--- src/rtl/down_counter8b_pkg.sv ---
// down_counter8b_pkg
// Shared definitions for the loadable 8-bit down-counter/timer:
//   state_t : controller states (IDLE, RUN, DONE)
//   WIDTH   : counter width in bits (only 8 is verified)
package down_counter8b_pkg;

  localparam int WIDTH = 8;

  typedef enum logic [1:0] {
    IDLE = 2'd0,
    RUN  = 2'd1,
    DONE = 2'd2
  } state_t;

endpackage : down_counter8b_pkg

--- src/rtl/down_counter8b_if.sv ---
// down_counter8b_if
// Control/status bundle of the down-counter.
//   clr  : synchronous clear to idle with a zero count
//   load : capture D as the start value
//   D    : start value
//   en   : count enable
//   Q    : current count (registered)
//   busy : high while counting
//   done : one-cycle pulse when the count reaches zero
// master drives the controls (testbench / host), slave is the counter.
interface down_counter8b_if #(
  parameter int WIDTH = down_counter8b_pkg::WIDTH
);
  logic             clr;
  logic             load;
  logic [WIDTH-1:0] D;
  logic             en;
  logic [WIDTH-1:0] Q;
  logic             busy;
  logic             done;

  modport master (
    output clr, load, D, en,
    input  Q, busy, done
  );

  modport slave (
    input  clr, load, D, en,
    output Q, busy, done
  );
endinterface : down_counter8b_if

--- src/rtl/down_counter8b_decrementer8b.sv ---
// decrementer8b
// Combinational decrement used by the down-counter.
//   A    : operand
//   S    : A - 1 (wraps to all ones when A is zero)
//   Bout : borrow out, high exactly when A is zero
module decrementer8b #(
  parameter int W = down_counter8b_pkg::WIDTH
) (
  input  logic [W-1:0] A,
  output logic [W-1:0] S,
  output logic         Bout
);

  assign S    = A - W'(1);
  assign Bout = (A == '0);

endmodule : decrementer8b

--- src/rtl/down_counter8b.sv ---
// down_counter8b
// Loadable down-counter/timer. A load captures a start value, the count
// drops by one per enabled cycle, and done pulses for one cycle at zero.
//   clk  : clock, rising edge
//   rst  : asynchronous, active-high reset
//   bus  : down_counter8b_if.slave (clr, load, D, en -> Q, busy, done)
// Optional feature: define DOWN_COUNTER8B_RELOAD_EN to add a reload
// register that restarts the count from the last loaded value after each
// DONE, giving a periodic done pulse until clr.
//
// state | meaning
// IDLE  | count held, en ignored, waiting for load
// RUN   | decrementing on each enabled cycle, busy=1
// DONE  | count is zero, done=1 for this single cycle
module down_counter8b #(
  parameter int WIDTH = down_counter8b_pkg::WIDTH
) (
  input  logic            clk,
  input  logic            rst,
  down_counter8b_if.slave bus
);
  import down_counter8b_pkg::*;

  localparam logic [WIDTH-1:0] ONE = WIDTH'(1);

  state_t           state;
  logic [WIDTH-1:0] q;
  logic             busy_r;
  logic             done_r;
  logic [WIDTH-1:0] dec_s;
  logic             dec_borrow;

`ifdef DOWN_COUNTER8B_RELOAD_EN
  logic [WIDTH-1:0] reload;
`endif

  decrementer8b #(.W(WIDTH)) u_dec (
    .A    (q),
    .S    (dec_s),
    .Bout (dec_borrow)
  );

  // busy/done are registered alongside the state so they always equal the
  // decode of the state register without any output glitches.
  always_ff @(posedge clk or posedge rst) begin
    if (rst) begin
      state  <= IDLE;
      q      <= '0;
      busy_r <= 1'b0;
      done_r <= 1'b0;
`ifdef DOWN_COUNTER8B_RELOAD_EN
      reload <= '0;
`endif
    end else if (bus.clr) begin
      state  <= IDLE;
      q      <= '0;
      busy_r <= 1'b0;
      done_r <= 1'b0;
    end else if (bus.load) begin
      q <= bus.D;
`ifdef DOWN_COUNTER8B_RELOAD_EN
      reload <= bus.D;
`endif
      if (bus.D == '0) begin
        state  <= DONE;
        busy_r <= 1'b0;
        done_r <= 1'b1;
      end else begin
        state  <= RUN;
        busy_r <= 1'b1;
        done_r <= 1'b0;
      end
    end else begin
      case (state)
        IDLE: begin
          busy_r <= 1'b0;
          done_r <= 1'b0;
        end
        RUN: begin
          if (bus.en) begin
            // A zero count never reaches RUN; the borrow guard only keeps
            // the count from wrapping should that ever be violated.
            if (dec_borrow) begin
              state  <= DONE;
              busy_r <= 1'b0;
              done_r <= 1'b1;
            end else begin
              q <= dec_s;
              if (q == ONE) begin
                state  <= DONE;
                busy_r <= 1'b0;
                done_r <= 1'b1;
              end
            end
          end
        end
        DONE: begin
`ifdef DOWN_COUNTER8B_RELOAD_EN
          if (reload != '0) begin
            q      <= reload;
            state  <= RUN;
            busy_r <= 1'b1;
            done_r <= 1'b0;
          end else begin
            state  <= IDLE;
            busy_r <= 1'b0;
            done_r <= 1'b0;
          end
`else
          state  <= IDLE;
          busy_r <= 1'b0;
          done_r <= 1'b0;
`endif
        end
        default: begin
          state  <= IDLE;
          q      <= '0;
          busy_r <= 1'b0;
          done_r <= 1'b0;
        end
      endcase
    end
  end

  assign bus.Q    = q;
  assign bus.busy = busy_r;
  assign bus.done = done_r;

endmodule : down_counter8b

--- src/flat_wrapper.sv ---
// flat-port wrapper written by rule: the top's interface ports become plain ports
module down_counter8b_flat import down_counter8b_pkg::*;
#(
  parameter int WIDTH = down_counter8b_pkg::WIDTH
)
  (clk, rst, bus_clr, bus_load, bus_D, bus_en, bus_Q, bus_busy, bus_done);
  down_counter8b_if #(.WIDTH(WIDTH)) bus_i ();
  input  logic clk;
  input  logic rst;
  input wire logic [$bits(bus_i.clr)-1:0] bus_clr;
  input wire logic [$bits(bus_i.load)-1:0] bus_load;
  input wire logic [$bits(bus_i.D)-1:0] bus_D;
  input wire logic [$bits(bus_i.en)-1:0] bus_en;
  output wire logic [$bits(bus_i.Q)-1:0] bus_Q;
  output wire logic [$bits(bus_i.busy)-1:0] bus_busy;
  output wire logic [$bits(bus_i.done)-1:0] bus_done;
  assign bus_i.clr = bus_clr;
  assign bus_i.load = bus_load;
  assign bus_i.D = bus_D;
  assign bus_i.en = bus_en;
  assign bus_Q = bus_i.Q;
  assign bus_busy = bus_i.busy;
  assign bus_done = bus_i.done;
  down_counter8b #(.WIDTH(WIDTH)) u_core (.clk(clk), .rst(rst), .bus(bus_i));
endmodule
--- config.mk ---
export PLATFORM = sky130hd
export DESIGN_NAME = down_counter8b_flat
export DESIGN_NICKNAME = d
export VERILOG_FILES = /design/src/rtl/down_counter8b_pkg.sv /design/src/rtl/down_counter8b_if.sv /design/src/rtl/down_counter8b_decrementer8b.sv /design/src/rtl/down_counter8b.sv /design/src/flat_wrapper.sv
export SDC_FILE = /design/constraint.sdc
export NUM_CORES = 1
export LEC_CHECK = 0
export BUFFER_PORTS_ARGS = -buffer_cell sky130_fd_sc_hd__buf_4
export CAP_MARGIN = 15
export CORE_ASPECT_RATIO = 0.8
export CORE_MARGIN = 1.5
export CORE_UTILIZATION = 45
export CTS_CLUSTER_SIZE = 25
export DETAILED_ROUTE_END_ITERATION = 7
export HOLD_SLACK_MARGIN = 0.06
export PLACE_DENSITY = 0.71
export SLEW_MARGIN = 15
export SYNTH_ARGS = -nofsm -noshare
export SYNTH_HDL_FRONTEND = slang
export SYNTH_SLANG_ARGS = --single-unit
export TNS_END_PERCENT = 100
--- constraint.sdc ---
create_clock -name clk -period 5.7 [get_ports clk]
set_input_delay 1.14 -clock clk [delete_from_list [all_inputs] [get_ports clk]]
set_output_delay 1.14 -clock clk [all_outputs]
set_load 0.01 [all_outputs]
* After elaboration in Yosys (flattened, before gate mapping)
Cells that the tools add are included.
Storage, ports and cells: input bits 13, output and inout bits 10, logic and storage cells 46, register bits 12
Operators by class: add/sub/neg operators 1, muxes and demuxes 26, eq/ne operators 8, reduce and logical (&&, ||, !) cells 7
Operators with widths (number):
- 2-to-1 mux 8 bit | 4
- zero test 8 bit | 2
- case mux 8 bit (2 select lines) | 1
- 2-to-1 mux 1 bit | 14
- 2-to-1 mux 2 bit | 6
- == test 8 x 1 -> 1 bit (second input constant) | 1
- inequality test 4 bit (second input constant) | 2
- subtractor 8 x 1 -> 8 bit (second input constant) | 1
- AND reduction 3 bit | 2
- inequality test 5 x 3 -> 1 bit (second input constant) | 1
- case mux 2 bit (2 select lines) | 1
- inequality test 3 x 1 -> 1 bit (second input constant) | 1
- inequality test 3 bit (second input constant) | 1
- == test 2 x 1 -> 1 bit (second input constant) | 1
- == test 2 bit (second input constant) | 1
- zero test 2 bit | 1
- AND reduction 2 bit | 1
- OR reduction 2 bit | 1

* Logic depth before layout (Yosys ltp)
depth after elaboration 7, gate-level depth with buffers 6, gate-level depth less buffers 6

* Cells and area by module
From an unflattened synthesis, not the netlist that was laid out.
Unflattened totals: cells, all modules 74, area, all modules 774.5 sq um
Modules (own cells, without submodules):
- down_counter8b | times used 1, sequential area each 300.3 sq um, cells an instance 53, area an instance 619.3 sq um
- decrementer8b | times used 1, sequential area each 0.0 sq um, cells an instance 21, area an instance 155.1 sq um

* Worst setup path after synthesis
Ideal clock, no wire load.
path kind input to register, from input bus_clr, to register u_core.q[7], in the netlist u_core.bus.Q[7], arrival time 2.605 ns, slack 3.021 ns, path buffers 2, cell stages on the path 6, setup time 0.074 ns, data required time 5.626 ns, path through buf_6 -> or4b_4 -> buf_6 -> or4_1 -> and3_1 -> o21ai_2
Between the ends: cells in the longest elaborated chain, start to end 2, elaborated cells on any way between the ends 5, those cells by class eq/ne: 3; mux: 1; reduce/logical: 1
Ends and longest elaborated chain:
- start: declaration | RTL line flat_wrapper.sv:10 | input wire logic [$bits(bus_i.clr)-1:0] bus_clr;
- inequality test 4 bit (no line) / inequality test 3 x 1 -> 1 bit (equally long branches)
- AND reduction 3 bit (no line)
- end signal: assignment | RTL line down_counter8b.sv:60 | q <= bus.D;
- end signal: assignment | RTL line down_counter8b.sv:88 | q <= dec_s;
- end: declaration | RTL line down_counter8b.sv:27 | logic [WIDTH-1:0] q;
Several ways; a longest one is shown, not always the timed one. A chain may end at the register's enable or synchronous reset.

* Final worst setup path
from input bus_load, to register u_core.q[0], in the netlist u_core.bus.Q[0]
Between the ends: cells in the longest elaborated chain, start to end 2, elaborated cells on any way between the ends 6, those cells by class eq/ne: 3; mux: 2; reduce/logical: 1
Ends and longest elaborated chain:
- start: declaration | RTL line flat_wrapper.sv:11 | input wire logic [$bits(bus_i.load)-1:0] bus_load;
- inequality test 4 bit (no line) (tied with other cells)
- AND reduction 3 bit (no line) / 2-to-1 mux 8 bit (equally long branches)
Several ways; a longest one is shown, not always the timed one.

==> flow_summary.yaml <==
floorplan:
  io_pins: 23
  coreArea_um2: 1640
  die_w_um: 50.0
  rows: 13
  initial_core_util_pct: 48.4
  dieArea_um2: 2030
  die_h_um: 40.6
final_layout:
  antennaDiodeCount: 0
  drive_gt1_share_pct: 26.4
  instances_no_fill: 132
  area_growth_pct: 24.9
  fin_nets: 127
  nFillCells: 151
  seq_area_um2: 300
  multi_input_area_um2: 448
pwr:
  power.share.sequential_pct: 44.6
  netSwitchingFraction_pct: 30.6
  combPwrFrac_pct: 26.1
  power-per-cell-area_nw_per_um2: 229
  peakVddDrop_mv: 0.168
  p_clk_share_pct: 29.3
  leakagePower_nw: 0.451
  power_uw: 227
  power.switching_uw: 69.5
  p_int_uw: 158
timing:
  max_freq_mhz: 395
  worst_slew_pin_slew_ps: 661
  finalMaxSlewViolations: 0
  skew_ps: 0.896
  fin_crit_ps: 2530
  relSlewSlack_pct: 55.3
  rsz0062_at_grt: "no"
  final.setup.tns_ps: 0
  whs_ps: 505
  hold_violations: 0
  setup_viol: 0
  fin_crit_sh_pct: 44.4
synthesis:
  yosysMostFrequentCell: "dfrtp_1"
  ys_async_sr_fraction_pct: 100
  synth.largest_area_cell: "dfrtp_1"
  ys_ff_latch: 12
  synth_warnings: 0
  syn-num-nets: 104
  synth_top_area_share_pct: 37.8
  synth-edff-count: 0
  synthTopCellsByCount: "dfrtp_1, a21oi_1, nor2_1, o31ai_1"
  ys_seq_area_share_pct: 37.8
  netlist_area_um2: 795
  synth_cells: 88
  syn_area_per_cell_um2: 9.03
  synth.area.top_cells: "dfrtp_1, o31ai_1, a21oi_1"
  synth_cell_types: 33
  ys.flop_type: "dfrtp_1"
critical_path:
  cp-start-kind: "primary input"
  cp_slowest_cell: "nor4b_1"
  setup.worst_path.class: "primary input to register"
  worstRegToRegCells: 4
  required_ps: 5900
  cp.arrival_ps: 2730
  path_max_fanout: 15
  crit_chain: "buf_4, nor4b_1, and4_1, or2_2, mux2i_1"
  slowest_delay_ps: 620
  end_kind: "register"
clock_tree:
  cts_buffers: 3
  ctsHoldBuffers: 0
  insertion_delay_ps: 270
  cts_tree: "done"
  cts.sinks: 12
  clkTransAtPathRegs_ps: 70
  cts.path.max_buffers: 2
  htree_levels: 1
  ctsResizeCount: 0
  cts_setup_buffers: 0
  root_buffer: "clkbuf_4"
drt:
  num_vias: 806
  drt-total-wl_um: 2050
  first_pass_iters: 4
  drt_iter0_drc: 47
  wl_per_cell_um: 15.5
  ant_nets: 0
  route.detailed.drc: 0
  routed_via_density: 6.11
min_path:
  hold_class: "register to register"
  hold_path_depth: 1
run_status:
  status: "completed"
placed_design:
  gp_congestion: 0.885
  hpwl_um: 1530
  io_buffers: 22
  placed_cells: 128
global_route:
  grt_first_pass_wirelength_um: 3350
  antenna_found_initial: 0
  grt_pass1_vias: 700
  track_usage_pct: 23.6
  grt_max_degree: 16
  grt_overflow: 0
flow_run:
  cap_violations: 0
[sequential cells by signal (all words and copies together), names as in the netlist]
| name | flops |
|---|---|
| u_core.bus.Q | 8 |
| u_core.state | 2 |
| u_core.bus.busy | 1 |
| u_core.bus.done | 1 |
[area by class of cell]
type | instances | area share (%)
tap | 22 | 2.77
timing repair buffer | 22 | 16.6
multi-input combinational | 68 | 45.1
inverter | 4 | 1.51
sequential | 12 | 30.3
clock buffer | 4 | 3.66
[final timing paths]
kind / from / to / slack (ps)
max in group asynchronous: rst / u_core.bus.done / 4520
min in group asynchronous: rst / u_core.bus.Q[3] / 870
worst min register to register: u_core.bus.busy / u_core.bus.busy / 510
worst max register to register: u_core.bus.Q[2] / u_core.bus.Q[7] / 3740
worst min-delay path: u_core.bus.busy / u_core.bus.busy / 510
worst max-delay path: bus_load / u_core.bus.Q[0] / 3170
[power groups by stage]
| stage | registers, mW | logic [mW] | clock network (mW) |
|---|---|---|---|
| 2_1_floorplan | 0.103 | 0.0335 | 0 |
| 3_3_place_gp | 0.103 | 0.0583 | 0 |
| 3_5_place_dp | 0.102 | 0.0585 | 0 |
| 4_1_cts | 0.101 | 0.0590 | 0.0684 |
| 5_1_grt | 0.102 | 0.0655 | 0.0737 |
| 6_report | 0.101 | 0.0593 | 0.0667 |
[per-stage QoR]
stage          worst slack (ps)  util, %  instance area [µm²]
3_5_place_dp               2870     58.2                  956
5_1_grt                    2950     60.4                  992
2_1_floorplan              3020        -                  795
3_3_place_gp               2960     58.2                  956
4_1_cts                    3170     60.4                  992
6_report                   3170     60.4                  992
[worst max-delay path: cells and delay by family]
family,cells,cell delay (ps)
and+or+nand+nor,3,1210
muxes,1,210
buffers and inverters,1,170
[layer usage]
metal | vias up | track usage (%) | share of wire [%]
met5 | - | 0 | 0
met4 | 0 | 4.86 | 0.49
met3 | 2 | 8.96 | 8.5
met2 | 37 | 38.8 | 46
met1 | 385 | 30.0 | 45
li1 | 382 | - | -
[cell families (layout without fill, tap and decap cells)]
logic type	count (synthesis)	in the layout	synth area share [%]
adders and majority gates	3	3	4.72
AOI/OAI and AO/OA	28	28	23.3
buffers and inverters	8	30	5.82
muxes	2	2	2.52
DFF	12	12	37.8
and+or+nand+nor	35	35	25.8
[layout by cell type (no fill, tap or decap), types with 2 or more instances in the layout]
cell      Yosys  layout
clkbuf_4      0       3
buf_4         0      22
nor4_1        3       3
a21oi_1       9       9
or4_1         4       4
mux2i_1       2       2
inv_1         4       4
o21a_1        2       2
dfrtp_1      12      12
ha_1          3       3
o31ai_1       8       8
nand2_1       4       4
nor2_1        9       9
nor3_1        4       4
o21ai_0       3       3
(Power assumes the default switching activity.)
